**config.mk**
```make
export PLATFORM = sky130hd
export DESIGN_NAME = intra_chroma_mode_decider_flat
export DESIGN_NICKNAME = d
export VERILOG_FILES = /design/src/rtl/chroma_pred_pkg.sv /design/src/rtl/intra_chroma_mode_decider_if.sv /design/src/rtl/min3_select.sv /design/src/rtl/intra_chroma_mode_decider.sv /design/src/flat_wrapper.sv
export SDC_FILE = /design/constraint.sdc
export NUM_CORES = 1
export LEC_CHECK = 0
export CORE_MARGIN = 2
export CORE_UTILIZATION = 40
export CTS_CLUSTER_DIAMETER = 40
export DETAILED_ROUTE_END_ITERATION = 12
export GPL_TIMING_DRIVEN = 0
export SETUP_SLACK_MARGIN = 0.05
export SLEW_MARGIN = 5
export SYNTH_ARGS = -nofsm -noshare
export SYNTH_HDL_FRONTEND = slang
export SYNTH_SLANG_ARGS = --single-unit
```
**constraint.sdc**
```tcl
create_clock -name clk -period 5.9 [get_ports clk]
set_clock_uncertainty 0.2 [all_clocks]
set_input_delay 0.59 -clock clk [delete_from_list [all_inputs] [get_ports clk]]
set_output_delay 0.59 -clock clk [all_outputs]
set_load 0.01 [all_outputs]
```
**src/rtl/chroma_pred_pkg.sv**
```systemverilog
// Shared types and constants for the chroma intra-prediction mode-decision path.
package chroma_pred_pkg;

  typedef enum logic [1:0] {
    CM_DC    = 2'd0,
    CM_H     = 2'd1,
    CM_V     = 2'd2,
    CM_PLANE = 2'd3
  } chroma_mode_e;

  // Slot order of the incoming SAD triple
  localparam int unsigned SAD_V  = 0;
  localparam int unsigned SAD_H  = 1;
  localparam int unsigned SAD_DC = 2;

  typedef enum logic [1:0] {
    S_CB,
    S_CR,
    S_CMP,
    S_OUT
  } state_e;

  localparam int unsigned SAD_W_DEFAULT = 8;

endpackage

```
**src/rtl/intra_chroma_mode_decider_if.sv**
```systemverilog
// SAD-in and decision-out handshakes of the chroma mode decider.
interface intra_chroma_mode_decider_if
  import chroma_pred_pkg::*;
#(
  parameter int unsigned SAD_W = SAD_W_DEFAULT
);
  logic             sad_valid;
  logic             sad_ready;
  logic [SAD_W-1:0] sads [3];
  logic             mode_valid;
  logic             mode_ready;
  logic [1:0]       mode_out;
  logic [SAD_W:0]   best_sad;

  modport slave (
    input  sad_valid, sads, mode_ready,
    output sad_ready, mode_valid, mode_out, best_sad
  );

  modport master (
    output sad_valid, sads, mode_ready,
    input  sad_ready, mode_valid, mode_out, best_sad
  );
endinterface

```
**src/rtl/min3_select.sv**
```systemverilog
// Combinational three-way minimum; ties resolve DC over horizontal over vertical.
module min3_select
  import chroma_pred_pkg::*;
#(
  parameter int unsigned W = SAD_W_DEFAULT + 1
) (
  input  logic [W-1:0] v_sad,
  input  logic [W-1:0] h_sad,
  input  logic [W-1:0] dc_sad,
  output chroma_mode_e mode,
  output logic [W-1:0] min_sad
);
  // Strict less-than so a lower-priority mode never displaces an equal one
  always_comb begin
    mode    = CM_DC;
    min_sad = dc_sad;
    if (h_sad < min_sad) begin
      mode    = CM_H;
      min_sad = h_sad;
    end
    if (v_sad < min_sad) begin
      mode    = CM_V;
      min_sad = v_sad;
    end
  end
endmodule

```
**src/rtl/intra_chroma_mode_decider.sv**
```systemverilog
// Sums Cb+Cr SADs per mode, picks the cheapest chroma mode and keeps usage counts.
module intra_chroma_mode_decider
  import chroma_pred_pkg::*;
#(
  parameter int unsigned SAD_W = SAD_W_DEFAULT,
  parameter int unsigned CNT_W = 16
) (
  input  logic                        clk,
  input  logic                        reset,
  intra_chroma_mode_decider_if.slave  bus,
  input  logic                        stat_clear,
  output logic [CNT_W-1:0]            cnt_dc,
  output logic [CNT_W-1:0]            cnt_h,
  output logic [CNT_W-1:0]            cnt_v
);
  localparam int unsigned TW = SAD_W + 1;

  state_e       state_q, state_d;
  logic [TW-1:0] tot_q [3];
  logic [TW-1:0] tot_d [3];
  chroma_mode_e mode_q, mode_d, min_mode;
  logic [TW-1:0] best_q, best_d, min_val;
  logic         valid_q, valid_d;
  logic         inc;
  logic [CNT_W-1:0] cnt_dc_q, cnt_h_q, cnt_v_q;

  function automatic logic [CNT_W-1:0] sat_inc(input logic [CNT_W-1:0] c);
    return (&c) ? c : c + CNT_W'(1);
  endfunction

  min3_select #(.W(TW)) u_min3 (
    .v_sad   (tot_q[SAD_V]),
    .h_sad   (tot_q[SAD_H]),
    .dc_sad  (tot_q[SAD_DC]),
    .mode    (min_mode),
    .min_sad (min_val)
  );

  always_comb begin
    state_d = state_q;
    tot_d   = tot_q;
    mode_d  = mode_q;
    best_d  = best_q;
    valid_d = valid_q;
    inc     = 1'b0;
    unique case (state_q)
      S_CB: begin
        if (bus.sad_valid) begin
          for (int k = 0; k < 3; k++) tot_d[k] = TW'(bus.sads[k]);
          state_d = S_CR;
        end
      end
      S_CR: begin
        if (bus.sad_valid) begin
          for (int k = 0; k < 3; k++) tot_d[k] = tot_q[k] + TW'(bus.sads[k]);
          state_d = S_CMP;
        end
      end
      S_CMP: begin
        mode_d  = min_mode;
        best_d  = min_val;
        valid_d = 1'b1;
        inc     = 1'b1;
        state_d = S_OUT;
      end
      S_OUT: begin
        if (bus.mode_ready) begin
          valid_d = 1'b0;
          state_d = S_CB;
        end
      end
      default: state_d = S_CB;
    endcase
  end

  always_ff @(posedge clk or posedge reset) begin
    if (reset) begin
      state_q <= S_CB;
      for (int k = 0; k < 3; k++) tot_q[k] <= '0;
      mode_q  <= CM_DC;
      best_q  <= '0;
      valid_q <= 1'b0;
    end else begin
      state_q <= state_d;
      tot_q   <= tot_d;
      mode_q  <= mode_d;
      best_q  <= best_d;
      valid_q <= valid_d;
    end
  end

  // Clear has priority over a coincident increment
  always_ff @(posedge clk or posedge reset) begin
    if (reset) begin
      cnt_dc_q <= '0;
      cnt_h_q  <= '0;
      cnt_v_q  <= '0;
    end else if (stat_clear) begin
      cnt_dc_q <= '0;
      cnt_h_q  <= '0;
      cnt_v_q  <= '0;
    end else if (inc) begin
      unique case (min_mode)
        CM_DC:   cnt_dc_q <= sat_inc(cnt_dc_q);
        CM_H:    cnt_h_q  <= sat_inc(cnt_h_q);
        CM_V:    cnt_v_q  <= sat_inc(cnt_v_q);
        default: ;
      endcase
    end
  end

  assign bus.sad_ready  = (state_q == S_CB) || (state_q == S_CR);
  assign bus.mode_valid = valid_q;
  assign bus.mode_out   = mode_q;
  assign bus.best_sad   = best_q;
  assign cnt_dc         = cnt_dc_q;
  assign cnt_h          = cnt_h_q;
  assign cnt_v          = cnt_v_q;
endmodule

```
**src/flat_wrapper.sv**
```systemverilog
// flat-port wrapper written by rule: the top's interface ports become plain ports
module intra_chroma_mode_decider_flat import chroma_pred_pkg::*;
#(
  parameter int unsigned SAD_W = SAD_W_DEFAULT,
  parameter int unsigned CNT_W = 16
)
  (clk, reset, stat_clear, cnt_dc, cnt_h, cnt_v, bus_sad_valid, bus_sads, bus_mode_ready, bus_sad_ready, bus_mode_valid, bus_mode_out, bus_best_sad);
  intra_chroma_mode_decider_if #(.SAD_W(SAD_W)) bus_i ();
  input  logic clk;
  input  logic reset;
  input  logic stat_clear;
  output logic [CNT_W-1:0] cnt_dc;
  output logic [CNT_W-1:0] cnt_h;
  output logic [CNT_W-1:0] cnt_v;
  input wire logic [$bits(bus_i.sad_valid)-1:0] bus_sad_valid;
  input wire logic [$bits(bus_i.sads)-1:0] bus_sads;
  input wire logic [$bits(bus_i.mode_ready)-1:0] bus_mode_ready;
  output wire logic [$bits(bus_i.sad_ready)-1:0] bus_sad_ready;
  output wire logic [$bits(bus_i.mode_valid)-1:0] bus_mode_valid;
  output wire logic [$bits(bus_i.mode_out)-1:0] bus_mode_out;
  output wire logic [$bits(bus_i.best_sad)-1:0] bus_best_sad;
  assign bus_i.sad_valid = bus_sad_valid;
  assign bus_i.sads = {>>{bus_sads}};
  assign bus_i.mode_ready = bus_mode_ready;
  assign bus_sad_ready = bus_i.sad_ready;
  assign bus_mode_valid = bus_i.mode_valid;
  assign bus_mode_out = bus_i.mode_out;
  assign bus_best_sad = bus_i.best_sad;
  intra_chroma_mode_decider #(.SAD_W(SAD_W), .CNT_W(CNT_W)) u_core (.clk(clk), .reset(reset), .bus(bus_i), .stat_clear(stat_clear), .cnt_dc(cnt_dc), .cnt_h(cnt_h), .cnt_v(cnt_v));
endmodule
```
# Yosys cells after proc, flatten, opt, wreduce, memory -nomap -nowiden
# Cells that the tools add are included.
# totals
regBits	89
latch_bits	0
mem_bits_rw	0
mem_bits_ro	0
memories	0
# op_classes
addsub	6
mul	0
n_div	0
order_cmp	2
eq_ne	11
shifts	0
mux	26
bitwise	0
reduce_logical	18
# ops
op	n
$mux 16	12
$mux 27	2
$pmux 27 s2	1
$add 16x1->16 const B	3
$reduce_and 16->1	3
$add 9x8->9	3
$lt 9x9->1	2
$mux 9	2
$reduce_and 3->1	5
$ne 2x2->1 const B	6
$reduce_bool 2->1	6
$mux 2	4
$pmux 2 s4	1
$eq 2x2->1 const B	3
$eq 2x1->1 const B	2
$logic_not 2->1	2
$mux 1	3
$pmux 1 s2	1
$reduce_and 2->1	1
$logic_or 1x1->1	1

# Depth between registers and ports, before layout
# depth
word_depth	8
mapped_depth	17
ltp_nobuf	14

# Cells and area by module
# Synthesis repeated with hierarchy kept, for this count alone.
# hier_totals
hier_cells	665
hier_area_um2	6059.6
# modules_own_cells
module	n_inst	cells_each	area_each_um2
intra_chroma_mode_decider	1	567	5407.7
min3_select	1	98	651.9

# Worst setup path before layout
# Ideal clock, no wire load.
# synth_timing
path_type	flip-flop to flip-flop
startpoint	register u_core.tot_q[8] (netlist bit)
endpoint	register u_core.best_q[4], in the netlist u_core.bus.best_sad[4]
setup_time_ps	134
arrival_time_ps	3446
required_time_ps	5566
path_slack_ps	2120
stages_incl_launch_ff	18
path_buffers	3
cell_sequence	dfrtp_1 inv_1 ha_1 a21oi_1 o21ai_0 a211oi_4 buf_2 mux2i_1 ha_1 and4_1 nand3_1 a2111o_1 o211ai_4 buf_4 buf_2 nand2_1 o211ai_1 o21ai_0
# synth_between
elab_chain_cells	4
# synth_rtl
element	line	text
start, declared	intra_chroma_mode_decider.sv:19	logic [TW-1:0] tot_q [3];
start signal, assigned	intra_chroma_mode_decider.sv:85	tot_q <= tot_d;
$lt 9x9->1	min3_select.sv:17	if (h_sad < min_sad) begin
$mux 9 (*)	min3_select.sv:17	
$lt 9x9->1	min3_select.sv:21	if (v_sad < min_sad) begin
$mux 9 (*)	min3_select.sv:21	
end signal, assigned	intra_chroma_mode_decider.sv:87	best_q <= best_d;
end, declared	intra_chroma_mode_decider.sv:22	logic [TW-1:0] best_q, best_d, min_val;
# Every way passes the cells marked *; elsewhere a longest branch is shown, timed or not.
# A chain may end at the register's enable or synchronous reset.

# Worst setup path in the final report
# layout_timing
startpoint	register u_core.tot_q[8] (netlist bit)
endpoint	register u_core.best_q[3], in the netlist u_core.bus.best_sad[3]
# Same word-level chain as after synthesis.

==> results_tabular.tex <==
\begin{tabular}{lr}
\hline
Metric & Value \\
\hline
\multicolumn{2}{l}{\textbf{GRT}} \\
\quad GR Layer Usage met3 & 0.0336 \\
\quad Total global routing track utilization & 0.201 \\
\quad Met2 routing resource usage after global routing & 0.335 \\
\quad Global-route wire length before repair & 25,600 µm \\
\quad Number of global-route vias before repair & 5,199 \\
\quad Pin count of the biggest net entering global routing & 66 \\
\quad Overall overflow remaining after global route & 0 \\
\quad Routing layer with the top usage in global route & met2 \\
\quad Antenna violations before repair & 0 \\
\quad GR met1 Demand/Resource & 0.265 \\
\multicolumn{2}{l}{\textbf{Setup path}} \\
\quad Arrival time reported for the critical path endpoint & 4710 ps \\
\quad Worst r2r dst & u\_core.bus.best\_sad[3] \\
\quad Worst path required time & 5920 ps \\
\quad Nature of the critical path endpoint & register \\
\quad Critical path destination & u\_core.bus.best\_sad[3] \\
\quad Worst R2R Start & u\_core.tot\_q[8] \\
\quad Logic depth of the worst register-to-register path & 17 \\
\quad Launch point of the critical path & u\_core.tot\_q[8] \\
\quad Worst Path Class, Setup & reg -> reg \\
\quad Setup slack, reg-to-reg & 1210 ps \\
\quad Launching element type of the critical path & register \\
\quad Crit path max fanout & 10 \\
\multicolumn{2}{l}{\textbf{Logic synthesis}} \\
\quad Most used flip-flop cell after synthesis & dfrtp\_1 \\
\quad Area contributors post-synth & dfrtp\_1, ha\_1, xnor2\_1, nor2\_1, mux2i\_1 \\
\quad Share of flip-flops with an asynchronous set or reset after synthesis & 1.00 \\
\quad Number of cells produced by synthesis & 659 \\
\quad Number of synthesized flops with an enable pin & 0 \\
\quad Mean cell area of the mapped netlist & 8.98 µm² \\
\quad Area share of xor/xnor cells in the synthesized design & 0.0681 \\
\quad Nets in the synthesized netlist & 738 \\
\quad Combined area of all synthesized cells & 5920 µm² \\
\quad Share of Yosys cell area claimed by the top area cell type & 0.376 \\
\quad Seq cells post-synth & 89 \\
\quad Simple-gate portion of the synthesized area & 0.217 \\
\quad Sequential element share of the synthesized area & 0.376 \\
\quad Compound-gate portion of the synthesized area & 0.135 \\
\quad Post-synthesis cell type count & 56 \\
\quad Dominant combinational cell family by area after synthesis & simple AND/OR/NAND/NOR gates \\
\quad Multiplexer share of the synthesized area & 0.0501 \\
\quad Number of warning messages in the yosys log & 0 \\
\quad Most area-hungry cell type in the Yosys netlist & dfrtp\_1 \\
\quad Adder and majority cell fraction of the synthesized area & 0.110 \\
\multicolumn{2}{l}{\textbf{Power}} \\
\quad Largest vdd supply drop & 0.213 mV \\
\quad Leakage & 3.02 nW \\
\quad Pwr per Cell Area & 486 nW/µm² \\
\quad Power Total & 3.58 mW \\
\multicolumn{2}{l}{\textbf{Timing}} \\
\quad Actual slew at the worst max-slew pin & 825 ps \\
\quad Slew headroom & 0.450 \\
\quad Final hold vios & 0 \\
\quad Setup repair after global routing missed its margin & no \\
\quad Setup violations, final & 0 \\
\quad Period Utilization, post-route & 0.795 \\
\quad Maximum achievable frequency & 213 MHz \\
\quad Final critical-path required period & 4690 ps \\
\quad Max-slew violation count & 0 \\
\quad Setup tns final & 0 ps \\
\multicolumn{2}{l}{\textbf{Clock network}} \\
\quad CTS root buffer & clkbuf\_16 \\
\quad Number of buffers on the longest clock path & 2 \\
\quad Resized Gates After CTS & 0 \\
\quad Maximum level of the CTS H-tree & 3 \\
\quad Hold-fix buffers at CTS & 0 \\
\quad Clock-pin slew on the worst setup and hold paths & 60 ps \\
\quad Clock latency on the worst-skew pair & 350 ps \\
\quad CTS tree & yes \\
\quad Inserted Clock Buffers & 9 \\
\quad Setup Buffers After CTS & 0 \\
\quad Clock sink count & 89 \\
\multicolumn{2}{l}{\textbf{Min path}} \\
\quad Worst Hold Launch & u\_core.bus.best\_sad[8] \\
\quad Class of the worst hold path & reg -> reg \\
\multicolumn{2}{l}{\textbf{Flow run}} \\
\quad Max Cap Violations & 0 \\
\multicolumn{2}{l}{\textbf{Routing}} \\
\quad Number of design-rule violations left by the first detailed-router iteration & 279 \\
\quad Number of antenna-violating nets in the routed design & 0 \\
\quad Number of vias per cell after detailed routing & 5.55 \\
\quad Total via count in the routed design & 5,262 \\
\quad Wire per inst & 16.6 µm \\
\quad Residual DRC & 0 \\
\quad Wire length reported by the detailed router & 15,700 µm \\
\quad Detailed-router iteration count before antenna repair & 5 \\
\multicolumn{2}{l}{\textbf{Place}} \\
\quad Dpl hpwl & 11,900 µm \\
\quad Count of port buffers added during placement & 89 \\
\quad Final weighted congestion of routability-driven global placement & 0.851 \\
\multicolumn{2}{l}{\textbf{Finish}} \\
\quad Fraction of final layout cells sized beyond drive strength 1 & 0.0510 \\
\quad Area overhead of the layout relative to synthesis & 24.4\% \\
\quad Number of diodes added for antenna fixing & 0 \\
\quad \# nets final & 839 \\
\multicolumn{2}{l}{\textbf{Die}} \\
\quad Effective utilization at floorplan & 0.409 \\
\quad Height of the die & 126 µm \\
\quad Row cnt & 44 \\
\quad Die footprint & 15,800 µm² \\
\quad Core area & 14,500 µm² \\
\quad Total I/O pin count & 90 \\
\quad X dimension of the die & 126 µm \\
\multicolumn{2}{l}{\textbf{Outcome}} \\
\quad Status & completed \\
\hline
\end{tabular}
[final cells by class]
class | count | area, µm²
fill | 1355 | 7120
multi-input combinational | 505 | 3430
sequential | 89 | 2230
timing repair buffer | 90 | 918
clock buffer | 11 | 243
tap | 184 | 230
inverter | 41 | 156
buffer | 24 | 104
clock inverter | 4 | 52.6
[worst max-delay path, cell delays in order, from the launching register on]
cell      delay [ps]
dfrtp_1          390
inv_1            110
ha_1             340
a21oi_1          140
o21ai_0          210
a211oi_4         430
buf_2            410
mux2i_1          390
ha_1             210
and4_1           240
nand3_1          140
a2111o_1         370
o211ai_4         180
buf_4            270
buf_2            230
nand2_1           70
o211ai_1         100
o21ai_0          100
[synth_stat cells, types with 24 or more instances]
cell	instances
ha_1	47
inv_1	40
nor3_1	31
nand2_1	62
dfrtp_1	89
mux2i_1	24
o21ai_0	39
nor2_1	65
nand3_1	24
a21oi_1	37
xnor2_1	39
[report_power, final]
group / internal, mW / total [mW] / switching (mW)
Clock: 0.339 / 0.586 / 0.247
Combinational: 0.841 / 2.07 / 1.23
Sequential: 0.761 / 0.923 / 0.162
Total: 1.94 / 3.58 / 1.64
[per-stage QoR]
step	hold WS (ps)	instances	worst slack (ps)	area [µm²]	utilization
after floorplan	296	659	2120	5920	-
after global placement	295	932	1220	7040	0.486
after detailed placement	304	933	1280	7070	0.488
after CTS	317	948	1260	7360	0.509
after global routing	345	948	942	7360	0.509
final	311	948	1210	7360	0.509
[cell usage in the layout, fill, tap and decap left out, types with 4 or more instances in the layout]
cell,netlist,layout
clkdlybuf4s50_1,0,89
dfrtp_1,89,89
nor2_1,65,65
nand2_1,62,62
ha_1,47,47
inv_1,40,39
o21ai_0,39,39
xnor2_1,39,39
a21oi_1,37,37
nor3_1,31,31
mux2i_1,24,24
nand3_1,24,24
clkbuf_1,13,14
nand4_1,13,13
nor4_1,13,13
nor2b_1,13,13
o211ai_1,11,11
o21a_1,10,10
or3_1,10,10
clkbuf_16,0,9
xor2_1,7,7
and4_1,5,5
nand2b_1,5,5
buf_2,5,5
a31oi_1,5,5
buf_1,4,4
mux2_2,4,4
[cell families (layout without fill, tap and decap cells)]
group	Yosys count	after routing
mux	29	29
simple gates	255	255
xor+xnor	46	46
buf+inv	65	170
compound gates	125	125
fa+ha+maj	50	50
flops	89	89
[flip-flops by register name, summed over array words and instances (netlist names)]
signal                 cells
u_core.bus.best_sad        9
u_core.bus.mode_out        2
u_core.bus.mode_valid      1
u_core.cnt_dc             16
u_core.cnt_h              16
u_core.cnt_v              16
u_core.state_q             2
u_core.tot_q              27
[worst min-delay path by stage]
| stage | to | slack, ps | cells after the start |
|---|---|---|---|
| after floorplan | u_core.tot_q[2] | 300 | 2 |
| after global placement | u_core.bus.best_sad[8] | 290 | 1 |
| after detailed placement | u_core.bus.best_sad[8] | 300 | 1 |
| after CTS | u_core.bus.best_sad[8] | 320 | 1 |
| after global routing | u_core.bus.best_sad[6] | 340 | 2 |
| final | u_core.bus.best_sad[8] | 310 | 1 |
[layer usage]
layer / vias to the layer above / part of all wire
li1: 2535 / -
met1: 2586 / 0.46
met2: 119 / 0.48
met3: 22 / 0.038
met4: 0 / 0.019
met5: - / 0
Power figures use the tool's default switching activity.
